[config.mk]
export PLATFORM = sky130hd
export DESIGN_NAME = fifo_ctrl_param
export DESIGN_NICKNAME = d
export VERILOG_FILES = /design/src/rtl/fifo_ctrl_param.sv
export SDC_FILE = /design/constraint.sdc
export NUM_CORES = 1
export LEC_CHECK = 0
export ABC_CLOCK_PERIOD_IN_PS = 4750
export BUFFER_PORTS_ARGS = -buffer_cell sky130_fd_sc_hd__buf_2
export CAP_MARGIN = 20
export CORE_ASPECT_RATIO = 1.5
export CORE_MARGIN = 4
export CORE_UTILIZATION = 50
export DETAILED_ROUTE_END_ITERATION = 16
export PLACE_DENSITY_LB_ADDON = 0.1
export SLEW_MARGIN = 5
export SYNTH_ARGS = -nofsm -noshare
export SYNTH_HDL_FRONTEND = slang
export SYNTH_SLANG_ARGS = --single-unit
[constraint.sdc]
create_clock -name clk -period 4.75 [get_ports clk]
set_clock_uncertainty 0.15 [all_clocks]
set_input_delay 0.7125 -clock clk [delete_from_list [all_inputs] [get_ports clk]]
set_output_delay 0.7125 -clock clk [all_outputs]
set_load 0.01 [all_outputs]
[src/rtl/fifo_ctrl_param.sv]
// FIFO controller for an external dual-port RAM of 2**AW words: pointers, occupancy,
// status flags, sticky error bits and read-group load pulses.
module fifo_ctrl_param #(
    parameter int AW     = 4,
    parameter int THRESH = 12,
    parameter int GRP_LG = 3
) (
    input  logic          clk,
    input  logic          rst,
    input  logic          wr_en,
    input  logic          rd,
    input  logic          err_clr,
    output logic          fifo_we,
    output logic          fifo_rd,
    output logic [AW-1:0] waddr,
    output logic [AW-1:0] raddr,
    output logic [AW:0]   count,
    output logic          fifo_full,
    output logic          fifo_empty,
    output logic          fifo_threshold,
    output logic          rptr_ld,
    output logic          overflow,
    output logic          underflow
);

    localparam logic [AW:0]   THR_CNT  = (AW+1)'(THRESH);
    localparam logic [AW:0]   ONE      = (AW+1)'(1);
    localparam logic [AW-1:0] GRP_MASK = AW'((1 << GRP_LG) - 1);

    logic [AW:0] wptr;
    logic [AW:0] rptr;

    // Flags depend only on registered state, so wr_en/rd never reach them combinationally.
    assign fifo_full      = (wptr[AW] != rptr[AW]) && (wptr[AW-1:0] == rptr[AW-1:0]);
    assign fifo_empty     = (wptr == rptr);
    assign fifo_threshold = (count >= THR_CNT);

    assign fifo_we = wr_en & ~fifo_full;
    assign fifo_rd = rd & ~fifo_empty;
    assign waddr   = wptr[AW-1:0];
    assign raddr   = rptr[AW-1:0];
    assign rptr_ld = fifo_rd & ((raddr & GRP_MASK) == '0);

    // NOTE: registered state uses non-blocking assignments so every register samples
    // the same pre-edge values regardless of statement order.
    always_ff @(posedge clk or negedge rst) begin
        if (!rst) begin
            wptr      <= '0;
            rptr      <= '0;
            count     <= '0;
            overflow  <= 1'b0;
            underflow <= 1'b0;
        end else begin
            if (fifo_we) wptr <= wptr + ONE;
            if (fifo_rd) rptr <= rptr + ONE;

            case ({fifo_we, fifo_rd})
                2'b10:   count <= count + ONE;
                2'b01:   count <= count - ONE;
                default: count <= count;
            endcase

            // Set term wins over err_clr when both occur in the same cycle.
            overflow  <= (overflow  & ~err_clr) | (wr_en & fifo_full);
            underflow <= (underflow & ~err_clr) | (rd    & fifo_empty);
        end
    end

endmodule

== After elaboration in Yosys (flattened, before gate mapping) ==
Index checks and enable logic that the tools add are counted.

* Muxes and demuxes: 1
* Shift operators: 0
* Divide/modulo/power cells: 0
* Equality and inequality tests: 5
* Magnitude comparators: 1
* Bitwise operators: 12
* Reductions and logical operators: 3
* Add/sub/neg operators: 4
* Multiply operators: 0

{| class="wikitable"
|+ Operator list
! cell !! number
|-
| $add 5x1->5 const B || 3
|-
| $pmux 5 s2 || 1
|-
| $and 1x1->1 || 7
|-
| $eq 5x5->1 || 1
|-
| $ge 5x4->1 const B || 1
|-
| $sub 5x1->5 const B || 1
|-
| $eq 4x4->1 || 1
|-
| $logic_not 4->1 || 1
|-
| $not 1->1 || 3
|-
| $eq 2x1->1 const B || 1
|-
| $eq 2x2->1 const B || 1
|-
| $or 1x1->1 || 2
|-
| $reduce_bool 2->1 || 1
|-
| $logic_and 1x1->1 || 1
|-
| $ne 1x1->1 || 1
|}

* RAM bits: 0
* Register bits: 17
* Memories kept: 0
* Latch bits: 0
* Bits in read-only memories: 0
* Word-level logic and storage cells: 31
* Output and inout port bits: 21
* Bits of input ports: 5

== Logic depth before layout (Yosys ltp) ==
* Depth after elaboration: 6
* Gate-level depth with buffers: 10
* Gate-level depth less buffers: 10

== Least setup slack after synthesis ==
Ideal clock, no wire load.

* Kind: register to register
* From: register wptr[2]
* To: register count[4]
* Arrival time: 2.368 ns
* Clock period less this slack: 2.634 ns
* Stages on the path, launching flop included: 10
* Setup slack: 2.116 ns
* Path buffers: 0
* Required time: 4.484 ns
* Library setup time: 0.116 ns
* Cell sequence: dfrtp_1 -> xnor2_1 -> nand4_2 -> o21ai_2 -> inv_1 -> ha_1 -> fa_1 -> a21oi_1 -> o21ai_0 -> o311ai_0

* Elaborated cells between the ends (all ways): 11
* Those cells by class: eq/ne (4); mux (1); bitwise (4); reduce/logical (2)

{| class="wikitable"
|+ RTL lines
! item !! RTL line !! RTL
|-
| start, declared || 30 || <nowiki>logic [AW:0] wptr;</nowiki>
|-
| start signal, assigned || 54 || <nowiki>if (fifo_we) wptr <= wptr + ONE;</nowiki>
|-
| $eq 5x5->1 * || 35 || <nowiki>assign fifo_empty = (wptr == rptr);</nowiki>
|-
| $not 1->1 * || 39 || <nowiki>assign fifo_rd = rd & ~fifo_empty;</nowiki>
|-
| $and 1x1->1 * || 39 ||
|-
| via fifo_rd || 14 || <nowiki>output logic fifo_rd,</nowiki>
|-
| $eq 2x1->1 or $eq 2x2->1 (tied branches) || 57 || <nowiki>case ({fifo_we, fifo_rd})</nowiki>
|-
| $pmux 5 s2 or $reduce_bool 2->1 (tied branches) || - ||
|-
| end signal, assigned || 58 || <nowiki>2'b10: count <= count + ONE;</nowiki>
|-
| end signal, assigned || 59 || <nowiki>2'b01: count <= count - ONE;</nowiki>
|-
| end signal, assigned || 60 || <nowiki>default: count <= count;</nowiki>
|-
| end, declared || 17 || <nowiki>output logic [AW:0] count,</nowiki>
|}

The timed path passes the listed nets; every way through them passes the cells marked *.
A chain may end at the register's enable or synchronous reset.

== Final worst setup path ==
* From: register rptr[2]
* To: register count[4]

* Word-level cells in the longest chain between the ends: 6
* Elaborated cells between the ends (all ways): 11
* Those cells by class: eq/ne (4); mux (1); bitwise (4); reduce/logical (2)

{| class="wikitable"
|+ Ends and longest elaborated chain
! item !! RTL line !! RTL
|-
| start, declared || 31 || <nowiki>logic [AW:0] rptr;</nowiki>
|-
| start signal, assigned || 55 || <nowiki>if (fifo_rd) rptr <= rptr + ONE;</nowiki>
|-
| $eq 4x4->1 || 34 || <nowiki>assign fifo_full = (wptr[AW] != rptr[AW]) && (wptr[AW-1:0] == rptr[AW-1:0]);</nowiki>
|-
| $logic_and 1x1->1 || 34 ||
|-
| $not 1->1 || 38 || <nowiki>assign fifo_we = wr_en & ~fifo_full;</nowiki>
|-
| $and 1x1->1 || 38 ||
|-
| $eq 2x1->1 or $eq 2x2->1 (tied branches) || 57 ||
|-
| $pmux 5 s2 or $reduce_bool 2->1 (tied branches) || - ||
|}

Parallel ways exist; a longest one is shown, timed or not.

==> results.py <==
metrics = {
    "clock_network": {
        "cts_tree": "done",
        "cts-resized-gates": 0,
        "hold_buffers": 0,
        "cts_max_level": 1,
        "clock_path_buffers": 2,
        "cts_buffers": 3,
        "cts_setup_buffers": 0,
        "clock-sinks": 17,
        "clockRootBuffer": "clkbuf_4",
        "clock_latency_ns": 0.28,
        "cts.reportedPaths.clkPinSlew_ns": 0.10,
    },
    "synth": {
        "yosysTopAreaCellShare_pct": 39.0,
        "synth_fa_ha_area_share_pct": 9.87,
        "avgSynthCellArea_um2": 10.7,
        "synthXorXnorAreaFrac_pct": 12.1,
        "synth_top_family_by_area": "compound AO/OA/AOI/OAI gates",
        "ys_warn_count": 0,
        "synth_cell_types": 31,
        "yosysSeqAreaShare_pct": 39.0,
        "syn_area_um2": 1090,
        "synth_compound_area_share_pct": 13.2,
        "yosys.area.top_type": "dfrtp_1",
        "ys_seq_elements": 17,
        "async_flop_share_pct": 100,
        "synthFlopType": "dfrtp_1",
        "synth_most_common_cell": "dfrtp_1",
        "syn-num-nets": 115,
        "yosys-top-cells-count": "dfrtp_1 (17), xnor2_1 (14), buf_4 (8), inv_1 (8), ha_1 (7)",
        "syn_inst": 102,
        "synthTopCellsByArea": "dfrtp_1 (39%), xnor2_1 (11%), ha_1 (8.0%), buf_4 (5.5%), mux2_4 (4.1%)",
        "synth_mux_area_share_pct": 5.17,
        "synth_simple_gate_area_share_pct": 11.0,
        "synth_edf_count": 0,
    },
    "placement": {
        "place.port_buffers": 25,
        "place.gp.congestion": 0.784,
        "dp_slack_ns": 1.68,
        "dp_hpwl_mm": 1.60,
        "place_area_um2": 1170,
    },
    "timing": {
        "finalHoldViolCount": 0,
        "tns_ns": 0,
        "rsz0062_at_grt": "no",
        "tightest_slew_ns": 0.496,
        "finalSetupViolCount": 0,
        "period_needed_ns": 3.09,
        "slew_violations": 0,
        "timing.final.ws_setup_ns": 1.66,
        "timing.final.crit_share_pct": 65.0,
        "fmax_ghz": 0.324,
        "slew_headroom_pct": 66.7,
    },
    "setup_path": {
        "path_delay_family": "compound AO/OA/AOI/OAI gates",
        "cp.buffers_inverters": 1,
        "slowest_delay_ns": 0.47,
        "critPathKind": "register to register",
        "path_cells": "xnor2_1, nand4_2, o21ai_2, inv_1, ha_1, fa_1, a21oi_1, o21ai_0, o311ai_0",
        "crit_fanout": 11,
        "end_kind": "register",
        "start_kind": "register",
        "worstPathRequired_ns": 4.77,
        "crit_path_top_delay_cell": "dfrtp_1",
        "crit_arrival_ns": 3.11,
    },
    "floorplanning": {
        "die_y_um": 65.2,
        "pin_count": 26,
        "core_um2": 2050,
        "fp.dieW_um": 46.1,
        "die-area_um2": 3010,
        "rows": 20,
        "start_util_pct": 53.1,
    },
    "drt": {
        "via_per_inst": 5.41,
        "vias": 774,
        "firstDrtPassIters": 4,
        "drt_iter0_markers": 15,
        "detail_route.wl_per_cell_um": 14.0,
        "final_antenna_net_count": 0,
        "wirelength_mm": 2.00,
        "route.detailed.drc": 0,
    },
    "min_path": {
        "hp-class": "input port to asynchronous set/reset pin",
    },
    "global_routing": {
        "grt_max_degree": 18,
        "grt_pass1_vias": 774,
        "grt_pass1_wl_mm": 3.53,
        "antenna_found_initial": 0,
        "grt_use_total_pct": 15.7,
        "overflow": 0,
    },
    "finish": {
        "n_antenna_cell": 0,
        "area_delta_synth_final_pct": 9.53,
        "final_core_util_pct": 58.2,
        "final_cell_area_um2": 1190,
        "nets": 135,
        "drive_gt1_share_pct": 30.6,
    },
    "run": {
        "maxCapViolCount": 0,
    },
    "power_and_ir_drop": {
        "seq_power_share_pct": 36.1,
        "p_switching_uw": 389,
        "combPwrFrac_pct": 55.4,
        "p_per_area_nw_per_um2": 739,
        "leakage_nw": 0.583,
        "clkPwrFrac_pct": 8.5,
        "finalPower_uw": 882,
        "switching_share_pct": 44.1,
        "ir_worst_vdd_uv": 302,
        "p_int_uw": 493,
    },
    "run_status": {
        "status": "finished clean",
    },
}
[logic make-up after synthesis]
logic type               Yosys count
AND/OR/NAND/NOR                   21
AO/OA/AOI/OAI                     19
buffers and inverters             18
flip-flops                        17
XOR/XNOR                          15
adder cells (fa/ha/maj)            8
multiplexers                       4
[metrics by stage]
| step | hold WS, ns | cells |
|---|---|---|
| after floorplan | 0.267 | 102 |
| after global placement | 0.333 | 139 |
| after detailed placement | 0.341 | 139 |
| after CTS | 0.194 | 143 |
| after global routing | 0.196 | 143 |
| final | 0.188 | 143 |
[state kept, by name, indices dropped and copies added, names as in the netlist]
register	count
overflow	1
rptr	5
underflow	1
wptr	5
count	5
[final cells by class]
cell class	count	area, um^2
Sequential cell	17	425
Fill cell	196	858
Inverter	8	30.0
Multi-Input combinational cell	67	559
Tap cell	22	27.5
Timing Repair Buffer	25	125
Clock buffer	4	26.3
[power groups by stage]
stage	Clock (mW)	Combinational, mW	Sequential, mW
2_1_floorplan	0	0.406	0.313
3_3_place_gp	0	0.487	0.320
3_5_place_dp	0	0.495	0.323
4_1_cts	0.0788	0.498	0.320
5_1_grt	0.0867	0.556	0.335
6_report	0.0746	0.489	0.319
[per-layer routing]
layer	GRT usage, %	wire [um]	up-vias
met5	0	0	-
met4	5.34	24	0
met1	18.1	786	372
met2	27.4	1100	16
met3	3.29	91	2
li1	-	-	384
[layout by cell type (no fill, tap or decap)]
cell type	synthesis	layout
buf_2	0	25
nor4_1	1	1
mux2_4	3	3
and3_2	1	1
inv_1	8	8
o21ai_4	1	1
a22o_1	2	2
a21oi_1	2	2
clkbuf_4	0	3
nand2b_1	1	1
nand4_2	1	1
clkbuf_1	1	1
a21o_1	2	2
xor2_1	1	1
dfrtp_1	17	17
nand2_1	6	6
o211ai_1	4	4
ha_1	7	7
nor3_1	1	1
nor3b_1	2	2
o21ai_0	4	4
o21ai_2	2	2
nand4_1	2	2
xnor2_1	14	14
or3_1	1	1
mux2_2	1	1
fa_1	1	1
and3_1	1	1
nand4b_1	1	1
nor2_1	3	3
o311ai_0	2	2
[path summary, 6_finish.rpt]
check | from | endpoint | slack, ns | depth (start not counted)
worst min-delay path | rst | count[4] | 0.19 | 1
max in group asynchronous | rst | wptr[1] | 3.99 | 1
worst max register to register | rptr[2] | count[4] | 1.66 | 9
worst min register to register | overflow | overflow | 0.35 | 1
worst max-delay path | rptr[2] | count[4] | 1.66 | 9
min in group clk | overflow | overflow | 0.35 | 1
(Power assumes the default switching activity.)
